===== src/rtl/debounce_pkg.sv =====
// Shared types and helpers for the multi-channel debounce scanner: FSM states,
// default timing constants and the round-robin winner search.
package debounce_pkg;

  typedef enum logic {
    IDLE = 1'b0,
    SCAN = 1'b1
  } scan_state_t;

  localparam int DEFAULT_TICK_DIV     = 500_000;
  localparam int DEFAULT_STABLE_TICKS = 4;
  localparam int MAX_CH               = 16;

  // Returns {found, index}: first set bit of req searching upward from last+1,
  // wrapping from n_ch-1 back to 0. Only the low n_ch bits of req are looked at.
  function automatic logic [4:0] rr_pick(
    input logic [MAX_CH-1:0] req,
    input logic [3:0]        last,
    input int                n_ch
  );
    logic [4:0] res;
    logic [3:0] cand;
    res = '0;
    for (int k = 1; k <= MAX_CH; k++) begin
      cand = 4'((int'(last) + k) % n_ch);
      if ((k <= n_ch) && !res[4] && req[cand]) begin
        res = {1'b1, cand};
      end
    end
    return res;
  endfunction

endpackage


===== src/rtl/rr_arbiter.sv =====
// Combinational round-robin picker over the pending-event bits; the caller
// owns last_grant and updates it whenever a grant is actually taken.
module rr_arbiter
  import debounce_pkg::*;
#(
  parameter int N_CH = 4,
  parameter int CH_W = $clog2(N_CH)
) (
  input  logic [N_CH-1:0] i_req,
  input  logic [CH_W-1:0] i_last_grant,
  output logic [CH_W-1:0] o_grant,
  output logic            o_any_req
);

  logic [MAX_CH-1:0] w_req;
  logic [4:0]        w_pick;

  always_comb begin
    w_req            = '0;
    w_req[N_CH-1:0]  = i_req;
  end

  assign w_pick    = rr_pick(w_req, 4'(i_last_grant), N_CH);
  assign o_grant   = CH_W'(w_pick[3:0]);
  assign o_any_req = w_pick[4];

endmodule


===== src/rtl/debounce_scan_arbiter.sv =====
// N-channel button debouncer: one shared tick prescaler, one time-multiplexed
// stability checker, and a round-robin arbitrated edge-event output register.
module debounce_scan_arbiter
  import debounce_pkg::*;
#(
  parameter int N_CH         = 4,
  parameter int TICK_DIV     = DEFAULT_TICK_DIV,
  parameter int STABLE_TICKS = DEFAULT_STABLE_TICKS,
  localparam int CH_W        = $clog2(N_CH),
  localparam int CNT_W       = $clog2(STABLE_TICKS)
) (
  input  logic            clk,
  input  logic            reset,
  input  logic [N_CH-1:0] noisy,
  output logic [N_CH-1:0] debounced,
  output logic            evt_valid,
  input  logic            evt_ready,
  output logic [CH_W-1:0] evt_ch,
  output logic            evt_rise,
  output logic            evt_overrun,
  output logic            busy
);

  localparam int PW = $clog2(TICK_DIV);

  if (TICK_DIV <= N_CH + 1) begin : g_bad_tick_div
    $error("TICK_DIV must be greater than N_CH+1 so a scan finishes before the next tick");
  end
  if ((N_CH < 2) || (N_CH > MAX_CH)) begin : g_bad_n_ch
    $error("N_CH must be in the range 2..16");
  end
  if (STABLE_TICKS < 2) begin : g_bad_stable
    $error("STABLE_TICKS must be at least 2");
  end

  logic [N_CH-1:0]  r_sync1;
  logic [N_CH-1:0]  r_sync2;
  logic [N_CH-1:0]  r_debounced;
  logic [N_CH-1:0]  r_pend;
  logic [N_CH-1:0]  r_dir;
  logic [CNT_W-1:0] r_cnt [N_CH];
  logic [PW-1:0]    r_presc;

  scan_state_t      r_state;
  scan_state_t      w_state_nxt;
  logic [CH_W-1:0]  r_idx;
  logic [CH_W-1:0]  w_idx_nxt;

  logic             r_evt_valid;
  logic             r_evt_rise;
  logic [CH_W-1:0]  r_evt_ch;
  logic [CH_W-1:0]  r_last_grant;
  logic             r_overrun;

  logic             w_tick;
  logic             w_busy;
  logic             w_scan_diff;
  logic             w_cnt_done;
  logic             w_set;
  logic             w_load;
  logic             w_load_hit;
  logic             w_any_req;
  logic [CH_W-1:0]  w_grant;

  // Two-flop synchronizer per channel; raw inputs are asynchronous.
  always_ff @(posedge clk) begin
    if (reset) begin
      r_sync1 <= '0;
      r_sync2 <= '0;
    end else begin
      r_sync1 <= noisy;
      r_sync2 <= r_sync1;
    end
  end

  assign w_tick = (r_presc == PW'(TICK_DIV - 1));

  always_ff @(posedge clk) begin
    if (reset) begin
      r_presc <= '0;
    end else begin
      r_presc <= w_tick ? '0 : r_presc + PW'(1);
    end
  end

  always_ff @(posedge clk) begin
    if (reset) begin
      r_state <= IDLE;
      r_idx   <= '0;
    end else begin
      r_state <= w_state_nxt;
      r_idx   <= w_idx_nxt;
    end
  end

  // One tick launches a sweep that visits channel 0..N_CH-1, one per cycle.
  always_comb begin
    w_state_nxt = r_state;
    w_idx_nxt   = r_idx;
    w_busy      = 1'b0;
    case (r_state)
      IDLE: begin
        if (w_tick) begin
          w_state_nxt = SCAN;
          w_idx_nxt   = '0;
        end
      end
      SCAN: begin
        w_busy = 1'b1;
        if (r_idx == CH_W'(N_CH - 1)) begin
          w_state_nxt = IDLE;
          w_idx_nxt   = '0;
        end else begin
          w_idx_nxt = r_idx + CH_W'(1);
        end
      end
      default: w_state_nxt = IDLE;
    endcase
  end

  assign w_scan_diff = w_busy && (r_sync2[r_idx] != r_debounced[r_idx]);
  assign w_cnt_done  = (r_cnt[r_idx] == CNT_W'(STABLE_TICKS - 1));
  assign w_set       = w_scan_diff && w_cnt_done;

  // Any scan that sees the old level again restarts the count from zero.
  always_ff @(posedge clk) begin
    if (reset) begin
      r_debounced <= '0;
      for (int i = 0; i < N_CH; i++) begin
        r_cnt[i] <= '0;
      end
    end else if (w_busy) begin
      if (!w_scan_diff) begin
        r_cnt[r_idx] <= '0;
      end else if (w_cnt_done) begin
        r_debounced[r_idx] <= r_sync2[r_idx];
        r_cnt[r_idx]       <= '0;
      end else begin
        r_cnt[r_idx] <= r_cnt[r_idx] + CNT_W'(1);
      end
    end
  end

  rr_arbiter #(
    .N_CH (N_CH),
    .CH_W (CH_W)
  ) u_rr_arbiter (
    .i_req        (r_pend),
    .i_last_grant (r_last_grant),
    .o_grant      (w_grant),
    .o_any_req    (w_any_req)
  );

  // Handshake: an event transfers on a cycle where evt_valid && evt_ready; while
  // evt_valid && !evt_ready the register holds evt_ch/evt_rise unchanged, and the
  // register refills on every empty or accepting cycle (one event per cycle max).
  assign w_load     = !r_evt_valid || evt_ready;
  assign w_load_hit = w_load && w_any_req && (w_grant == r_idx);

  // A new flip on a channel that is being loaded this very cycle is not an
  // overrun: the old direction leaves, the new one stays pending.
  always_ff @(posedge clk) begin
    if (reset) begin
      r_pend       <= '0;
      r_dir        <= '0;
      r_overrun    <= 1'b0;
      r_evt_valid  <= 1'b0;
      r_evt_ch     <= '0;
      r_evt_rise   <= 1'b0;
      r_last_grant <= CH_W'(N_CH - 1);
    end else begin
      if (w_load && w_any_req) begin
        r_pend[w_grant] <= 1'b0;
      end
      if (w_set) begin
        r_pend[r_idx] <= 1'b1;
        r_dir[r_idx]  <= r_sync2[r_idx];
      end
      if (w_set && r_pend[r_idx] && !w_load_hit) begin
        r_overrun <= 1'b1;
      end
      if (w_load) begin
        r_evt_valid <= w_any_req;
        if (w_any_req) begin
          r_evt_ch     <= w_grant;
          r_evt_rise   <= r_dir[w_grant];
          r_last_grant <= w_grant;
        end
      end
    end
  end

  assign debounced   = r_debounced;
  assign evt_valid   = r_evt_valid;
  assign evt_ch      = r_evt_ch;
  assign evt_rise    = r_evt_rise;
  assign evt_overrun = r_overrun;
  assign busy        = w_busy;

endmodule


===== config.mk =====
export PLATFORM = sky130hd
export DESIGN_NAME = debounce_scan_arbiter
export DESIGN_NICKNAME = d
export VERILOG_FILES = /design/src/rtl/debounce_pkg.sv /design/src/rtl/rr_arbiter.sv /design/src/rtl/debounce_scan_arbiter.sv
export SDC_FILE = /design/constraint.sdc
export NUM_CORES = 1
export LEC_CHECK = 0
export CORE_AREA = 2 2 83 65
export CTS_CLUSTER_SIZE = 25
export DETAILED_ROUTE_END_ITERATION = 8
export DIE_AREA = 0 0 85 67
export PLACE_DENSITY = 0.79
export SLEW_MARGIN = 25
export SYNTH_ARGS = -nofsm -noshare
export SYNTH_HDL_FRONTEND = slang
export SYNTH_SLANG_ARGS = --single-unit

===== constraint.sdc =====
create_clock -name clk -period 2.8 [get_ports clk]
set_clock_uncertainty 0.1 [all_clocks]
set_input_delay 0.84 -clock clk [delete_from_list [all_inputs] [get_ports clk]]
set_output_delay 0.84 -clock clk [all_outputs]
set_load 0.05 [all_outputs]

Yosys cells after proc, flatten, opt, wreduce, memory -nomap -nowiden
Memories as Yosys holds them, arrays and structs flattened. A register that Yosys moved wholly into a read port is not among the register bits.
Index checks and enable logic that the tools add are counted.
- logic and storage cells: 129
- memories: 1
- register bits after elaboration: 49
- output and inout port bits: 10
- input port bits: 7
- bits in writable memories: 8
- $lt $le $gt $ge: 8
- equality and inequality tests: 6
- multiplexer cells: 59
- reductions and logical operators: 25
- bitwise operators: 10
- add/sub/neg operators: 7
- memory list (memory ; depth ; bits a word ; rd ports ; clocked after memory_dff ; write ports ; RTL line ; source):
    r_cnt ; 4 ; 2 ; 1 ; 1 ; 4 ; debounce_scan_arbiter.sv:41 ; logic [CNT_W-1:0] r_cnt [N_CH];
- operators by type and width (kind ; number):
    1-bit 2-to-1 mux ; 30
    4-bit by 5-bit < comparator with 1-bit output, second input constant ; 4
    5-bit 2-to-1 mux ; 4
    19-bit by 1-bit adder with 19-bit output, second input constant ; 1
    19-bit equality test, second input constant ; 1
    2-bit 2-to-1 mux ; 8
    1-bit binary-select mux with 3-bit select ; 4
    4-bit 2-to-1 mux ; 3
    2-bit OR reduction ; 6
    1-bit logical AND ; 11
    2-bit by 1-bit adder with 2-bit output, second input constant ; 4
    1-bit binary-select mux with 2-bit select ; 4
    4-bit bitwise mux ; 2
    2-bit by 3-bit < comparator with 1-bit output, second input constant ; 2
    1-bit zero test ; 5
    2-bit adder, second input constant ; 2
    1-bit bitwise AND, first input constant ; 4
    4-bit bitwise AND ; 1
    1-bit demux with 2-bit select ; 2
    2-bit equality test, second input constant ; 2
    2-bit by 1-bit greater-or-equal comparator with 1-bit output, second input constant ; 2
    4-bit inverter ; 1
    4-bit bitwise OR ; 1
    2-bit one-hot mux with 2 select lines ; 1
    9 further kinds ; 10

Logic depth before layout (Yosys ltp)
Gate-level depths: netlist (run 1).
- depth in word-level cells: 25
- mapped depth: 7
- gate-level depth less buffers: 7

Hierarchy
Synthesis (run 1) repeated with hierarchy kept, for this count alone.
- cell total of the unflattened synthesis: 269
- area, all modules: 2627.5 um2
- by module, submodules not included (module ; instances ; area an instance (um2) ; cells an instance ; sequential area each (um2)):
    debounce_scan_arbiter ; 1 ; 2536.2 ; 255 ; 1261.2
    rr_arbiter ; 1 ; 91.3 ; 14 ; 0.0

Worst setup path before layout (run 1)
OpenSTA, ideal clock, no wires.
- path type: register -> register
- start point: reg r_debounced[3], in the netlist debounced[3]
- end point: mem r_cnt[0][0] in the netlist's numbering, data pin
- setup time: 0.150 ns
- clock period less this slack: 1.955 ns
- cell stages (with the launch flop): 6
- buffers on the path: 0
- data required time: 2.550 ns
- data arrival time: 1.705 ns
- slack: 0.845 ns
- cell sequence: dfxtp_1 mux4_2 xnor2_4 nor4b_2 nand2b_1 nor3_2
- RTL lines (item ; RTL line ; source):
    start: declaration ; debounce_scan_arbiter.sv:38 ; logic [N_CH-1:0] r_debounced;
    start signal: indexed assignment ; debounce_scan_arbiter.sv:136 ; r_debounced[r_idx] <= r_sync2[r_idx];
    end: declaration ; debounce_scan_arbiter.sv:41 ;

Worst setup path in the final report (run 1)
- start point: reg r_debounced[0], in the netlist debounced[0]
- end point: out debounced[0]
- RTL lines (item ; RTL line ; source):
    end: declaration ; debounce_scan_arbiter.sv:15 ; output logic [N_CH-1:0] debounced,
No word-level cell between the ends.

==> run summary, run 1 <==
outcome -> finished clean
CP bufs+invs -> 1
IO Port Bufs -> 16
Post-CTS Setup Bufs -> 0
die width -> 85 um
leakage power total -> 0.00116 uW
Area growth syn-to-layout -> 14.1%
Yosys top cell by area -> dfxtp_1
Mapped Cells -> 282
Arr. time, crit path -> 1.58 ns
vias post-DR -> 2055
placed cell area -> 0.00294 mm^2
All-Layer GR Usage -> 21.2%
setup TNS -> 0 ns
grt total ovfl -> 0
hold buffers post-CTS -> 0
Initial Utilization -> 56.8%
R2R Path Start -> r_idx[1]
RR Endpoint -> r_cnt[0][0]
Final ANT Viol Nets -> 0
worst setup margin -> 0.279 ns
PwrDens -> 521 mW/mm^2
CP max FO -> 4
fin. max-slew vios -> 0
DR DRC count -> 0
Core ar. -> 0.00482 mm^2
share of cells above drive strength 1 -> 12.9%
drt total wl -> 5.44 mm
Peak VDD IR -> 0.458 mV
Cell Area, Synth -> 0.00273 mm^2
critical path depth in cells -> 1
setup violators final -> 0
Final period util -> 90.0%
Critical Setup Path Class -> flip-flop to output port
Critical Path RT -> 1.86 ns
achievable frequency -> 397 MHz
Hold Crit Class -> flip-flop to flip-flop
drt first pass iters -> 4
Worst-Margin Slew -> 1.01 ns
final net count -> 312
synth top area cells -> dfxtp_1, edfxtp_1, xor2_1, nor2_1, mux4_2
RSZ-0062 raised after global routing -> no
most common cell in the synthesized netlist -> dfxtp_1
vias in the first global route -> 1867
worst reg2reg setup slack -> 0.43 ns
Storage cell area -> 0.00126 mm^2
Num CTS Buffers -> 9
mean post-synth cell area -> 9.69 um^2
CP startpoint kind -> flip-flop
vias per inst -> 5.66
Yosys cell types -> 48
Crit path largest cell delay -> 0.83 ns
largest net degree at the start of global routing -> 19
clk buf depth -> 2
DR WL/cell -> 15.0 um
final hold vios -> 0
first-pass GRT wire length -> 9.12 mm
register area share after synthesis -> 46.1%
Commonest cells post-synth -> dfxtp_1, nor2_1, nand2_1
initial drt markers -> 133
# fillers -> 392
post-route cell area -> 0.00312 mm^2
Worst path slowest cell -> clkdlybuf4s50_1
Die ar. -> 0.00570 mm^2
clock-pin slew on the worst setup and hold paths -> 0.06 ns
HPWL Detailed -> 3.81 mm
Util after Layout -> 64.8%
CTS tree -> yes
antenna cell count -> 0
post-CTS sizing -> 0
Crit. Startpoint -> debounced[0]
minimum clock period -> 2.52 ns
Max H-tree Level -> 3
Yosys reg bits -> 59
Crit. End Element -> output port
asr flop ratio synth -> 0%
Die Span Y -> 67 um
GP Congestion -> 0.814
max-cap viol count -> 0
antenna violations before repair -> 0
CTS root buf -> clkbuf_8
top-area cell type share of the netlist area -> 37.3%
EDFF count, synth -> 8
worst setup path end -> debounced[0]
FP Rows -> 22
top-level port count -> 17
clock latency on the worst-skew pair -> 0.34 ns
worst path cell trace -> clkdlybuf4s50_1
Slew HR -> 31.7%
clock sinks -> 59
Post-synth top flop -> dfxtp_1
Synthesis Warnings -> 0
Place WS -> 0.403 ns
multi-input logic area -> 0.00137 mm^2
syn nets -> 295
FF-to-FF path depth -> 5
CP delay by family, top -> buffers and inverters
-- kinds of logic (layout without fill, tap and decap cells) --
family          count (synthesis)  after routing  synth area share, %
compound gates                 37             37                 9.02
flops                          59             59                 46.1
buf+inv                        23             44                 3.94
xor+xnor                       23             23                 8.05
simple gates                  122            122                 23.8
fa+ha+maj                       6              6                 2.75
mux                            12             12                 6.27
-- how the worst min path moves through the flow --
| stage | cells after the start | start | end | slack (ns) |
|---|---|---|---|---|
| 2_1_floorplan | 1 | r_sync1[0] | r_sync2[0] | 0.31 |
| 3_3_place_gp | 1 | r_sync1[2] | r_sync2[2] | 0.32 |
| 3_5_place_dp | 1 | r_sync1[0] | r_sync2[0] | 0.33 |
| 4_1_cts | 1 | r_sync1[0] | r_sync2[0] | 0.34 |
| 5_1_grt | 1 | r_sync1[0] | r_sync2[0] | 0.34 |
| 6_report | 1 | r_sync1[0] | r_sync2[0] | 0.33 |
-- registers in the layout, summed over array words and instances, names as in the netlist, named ones only --
| signal | count |
|---|---|
| debounced | 4 |
| r_presc | 19 |
| r_state | 1 |
| evt_ch | 2 |
| r_last_grant | 2 |
| evt_overrun | 1 |
| evt_valid | 1 |
| r_idx | 2 |
| r_sync2 | 4 |
| r_cnt | 8 |
| evt_rise | 1 |
| r_dir | 4 |
| r_sync1 | 4 |
| r_pend | 4 |
-- cell type report --
cell class | instances | share of cell area (%)
clock inverters | 2 | 0.321
clock buffers | 13 | 5.42
multi-input cells | 200 | 44.0
repair buffers | 22 | 6.58
well taps | 60 | 2.41
inverters | 7 | 0.842
flip-flops and latches | 59 | 40.4
-- cell usage in the layout, fill, tap and decap left out, types with 5 or more instances in the layout --
cell,n
dfxtp_1,51
nor2_1,34
nand2_1,21
xor2_1,17
clkdlybuf4s50_1,16
a21oi_1,13
nand3_1,12
clkbuf_8,12
nor2b_1,9
edfxtp_1,8
inv_1,7
nand2b_1,7
mux2i_1,7
nand4_1,6
ha_1,6
buf_4,6
nand3b_1,5
xnor2_1,5
o21ai_0,5
-- metrics by stage --
stage	instances	power (uW)	hold WS, ns
CTS	363	1640	0.338
finish	363	1620	0.332
global placement	348	946	0.318
detailed placement	348	947	0.327
floorplan	282	930	0.314
global route	363	1680	0.344
-- layer usage --
metal | global-route usage (%) | up-vias | wire (um)
met1 | 29.7 | 980 | 2700
met3 | 8.55 | 6 | 331
met4 | 6.55 | 0 | 78
met2 | 29.7 | 58 | 2330
li1 | - | 1011 | -
met5 | 0 | - | 0
-- where the power goes --
part	internal, uW	leakage [uW]	switching [uW]
clock	385	0.0000953	310
sequential	870	0.000496	7.42
combinational	25.5	0.000568	26.2
total	1280	0.00116	344
No activity file was read; power rests on OpenSTA's default activity.
==> inputs of run 2 (changes only) <==
--- a/config.mk
+++ b/config.mk
@@ -5,11 +5,13 @@
 export SDC_FILE = /design/constraint.sdc
 export NUM_CORES = 1
 export LEC_CHECK = 0
-export CORE_AREA = 2 2 83 65
+export CELL_PAD_IN_SITES_DETAIL_PLACEMENT = 0
+export CELL_PAD_IN_SITES_GLOBAL_PLACEMENT = 1
+export CORE_AREA = 2 2 93 72
 export CTS_CLUSTER_SIZE = 25
 export DETAILED_ROUTE_END_ITERATION = 8
-export DIE_AREA = 0 0 85 67
-export PLACE_DENSITY = 0.79
+export DIE_AREA = 0 0 95 74
+export PLACE_DENSITY = 0.8
 export SLEW_MARGIN = 25
 export SYNTH_ARGS = -nofsm -noshare
 export SYNTH_HDL_FRONTEND = slang
==> run 2 against run 1 <==
First-iteration DRC count is 31% lower. Sequential power about the same. Global-route usage down 4.3 points. Non-clock buffer count rose by 1. Clock power barely moved. Via count shrank 3.1%. Maximum frequency grew 0.62%. Largest power group unchanged. Largest cell class unchanged.
==> run summary, run 2 (synthesis results as in run 1) <==
hold buffers post-CTS -> 0 (unchanged)
Crit. End Element -> output port (unchanged)
RSZ-0062 raised after global routing -> no (unchanged)
grt total ovfl -> 0 (unchanged)
highest-count cells in the layout ignoring fill and taps -> dfxtp_1, nor2_1, nand2_1 (unchanged)
Core ar. -> 0.00616 mm^2 (was 0.00482 mm^2)
CTS tree -> yes (unchanged)
Post-CTS Setup Bufs -> 0 (unchanged)
most common cell after layout, fill and taps aside -> dfxtp_1 (unchanged)
post-CTS sizing -> 0 (unchanged)
share of cells above drive strength 1 -> 13.2% (was 12.9%)
CP max FO -> 4 (unchanged)
antenna cell count -> 0 (unchanged)
Most flops, register -> r_presc (unchanged)
drt total wl -> 5.20 mm (was 5.44 mm)
Final Power -> 1620 uW (about the same)
initial drt markers -> 92 (was 133)
Die Span Y -> 74 um (was 67 um)
CP bufs+invs -> 1 (unchanged)
GP Congestion -> 0.846 (was 0.814)
Die ar. -> 0.00703 mm^2 (was 0.00570 mm^2)
achievable frequency -> 399 MHz (was 397 MHz)
hold path start -> r_sync1[2] (was r_sync1[0])
final net count -> 313 (was 312)
Final period util -> 89.5% (was 90.0%)
vias in the first global route -> 1837 (was 1867)
HPWL Detailed -> 3.72 mm (was 3.81 mm)
Peak VDD IR -> 0.274 mV (was 0.458 mV)
All-Layer GR Usage -> 16.9% (was 21.2%)
final hold vios -> 0 (unchanged)
Worst path slowest cell -> clkdlybuf4s50_1 (unchanged)
Area growth syn-to-layout -> 15.3% (was 14.1%)
largest net degree at the start of global routing -> 22 (was 19)
Initial Utilization -> 44.4% (was 56.8%)
clock latency on the worst-skew pair -> 0.33 ns (was 0.34 ns)
critical path depth in cells -> 1 (unchanged)
PwrDens -> 515 mW/mm^2 (was 521 mW/mm^2)
worst setup path end -> debounced[1] (was debounced[0])
met1 GRT Util -> 25.6% (was 29.7%)
setup violators final -> 0 (unchanged)
Largest regs -> r_presc: 19 flops, r_cnt: 8 flops (unchanged)
max reg flops -> 19 (unchanged)
CTS root buf -> clkbuf_8 (unchanged)
GR met2 Demand/Resource -> 22.0% (was 29.7%)
Critical Setup Path Class -> flip-flop to output port (unchanged)
Slew HR -> 31.2% (was 31.7%)
GRT busiest layer -> met1 (unchanged)
FP Rows -> 25 (was 22)
vias post-DR -> 1992 (was 2055)
worst reg2reg setup slack -> 0.58 ns (was 0.43 ns)
leakage power total -> 0.00116 uW (about the same)
drt first pass iters -> 4 (unchanged)
max-cap viol count -> 0 (unchanged)
Critical Path RT -> 1.86 ns (about the same)
minimum clock period -> 2.50 ns (was 2.52 ns)
fin. max-slew vios -> 0 (unchanged)
die width -> 95 um (was 85 um)
outcome -> finished clean (unchanged)
CP startpoint kind -> flip-flop (unchanged)
clk buf depth -> 2 (unchanged)
IO Port Bufs -> 16 (unchanged)
RR Endpoint -> r_cnt[0][0] (unchanged)
clock-pin slew on the worst setup and hold paths -> 0.06 ns (about the same)
Hold Crit Class -> flip-flop to flip-flop (unchanged)
DR DRC count -> 0 (unchanged)
setup TNS -> 0 ns (unchanged)
Crit path largest cell delay -> 0.84 ns (was 0.83 ns)
Crit. Startpoint -> debounced[1] (was debounced[0])
Hold Crit Depth -> 1 (unchanged)
Max H-tree Level -> 3 (unchanged)
CP delay by family, top -> buffers and inverters (unchanged)
Worst-Margin Slew -> 1.02 ns (was 1.01 ns)
R2R Path Start -> r_idx[0] (was r_idx[1])
first-pass GRT wire length -> 8.94 mm (was 9.12 mm)
top-level port count -> 17 (unchanged)
worst path cell trace -> clkdlybuf4s50_1 (unchanged)
Num CTS Buffers -> 9 (unchanged)
vias per inst -> 5.17 (was 5.66)
clock sinks -> 59 (unchanged)
Arr. time, crit path -> 1.56 ns (was 1.58 ns)
FF-to-FF path depth -> 5 (unchanged)
met3 Resource Use GR -> 4.86% (was 8.55%)
Final ANT Viol Nets -> 0 (unchanged)
DR WL/cell -> 13.5 um (was 15.0 um)
antenna violations before repair -> 0 (unchanged)
run 2: per-layer routing:
metal,up-vias,share of wire [%]
li1,1016,-
met1,930,54
met2,35,40
met3,11,4.7
met4,0,1.9
met5,-,0
run 2: how the worst min path moves through the flow:
stage / to / slack [ns]
after CTS: r_sync2[2] / 0.34
after floorplan: r_sync2[0] / 0.31
after global placement: r_sync2[2] / 0.32
after global routing: r_sync2[0] / 0.36
final: r_sync2[2] / 0.34
after detailed placement: r_sync2[2] / 0.32
run 2: where the power goes:
part | switching, uW | internal [uW]
logic | 26.9 | 25.5
clock network | 308 | 386
registers | 6.76 | 870
run 2: metrics by stage:
step / utilization [%] / worst slack, ns / instances / hold slack, ns / area [um^2]
after floorplan: - / 0.845 / 282 / 0.314 / 2730
after global placement: 48.3 / 0.420 / 370 / 0.318 / 2970
after detailed placement: 48.3 / 0.335 / 370 / 0.323 / 2970
after CTS: 51.2 / 0.276 / 385 / 0.338 / 3150
after global routing: 51.2 / 0.233 / 385 / 0.362 / 3150
final: 51.2 / 0.295 / 385 / 0.337 / 3150
run 2: area by class of cell:
type                       instances  area (um^2)
inverter                           7         26.3
clock inverter                     2         10.0
fill                             578         3010
tap                               81          101
timing repair buffer              23          213
clock buffer                      13          169
sequential                        59         1260
multi-input combinational        200         1370
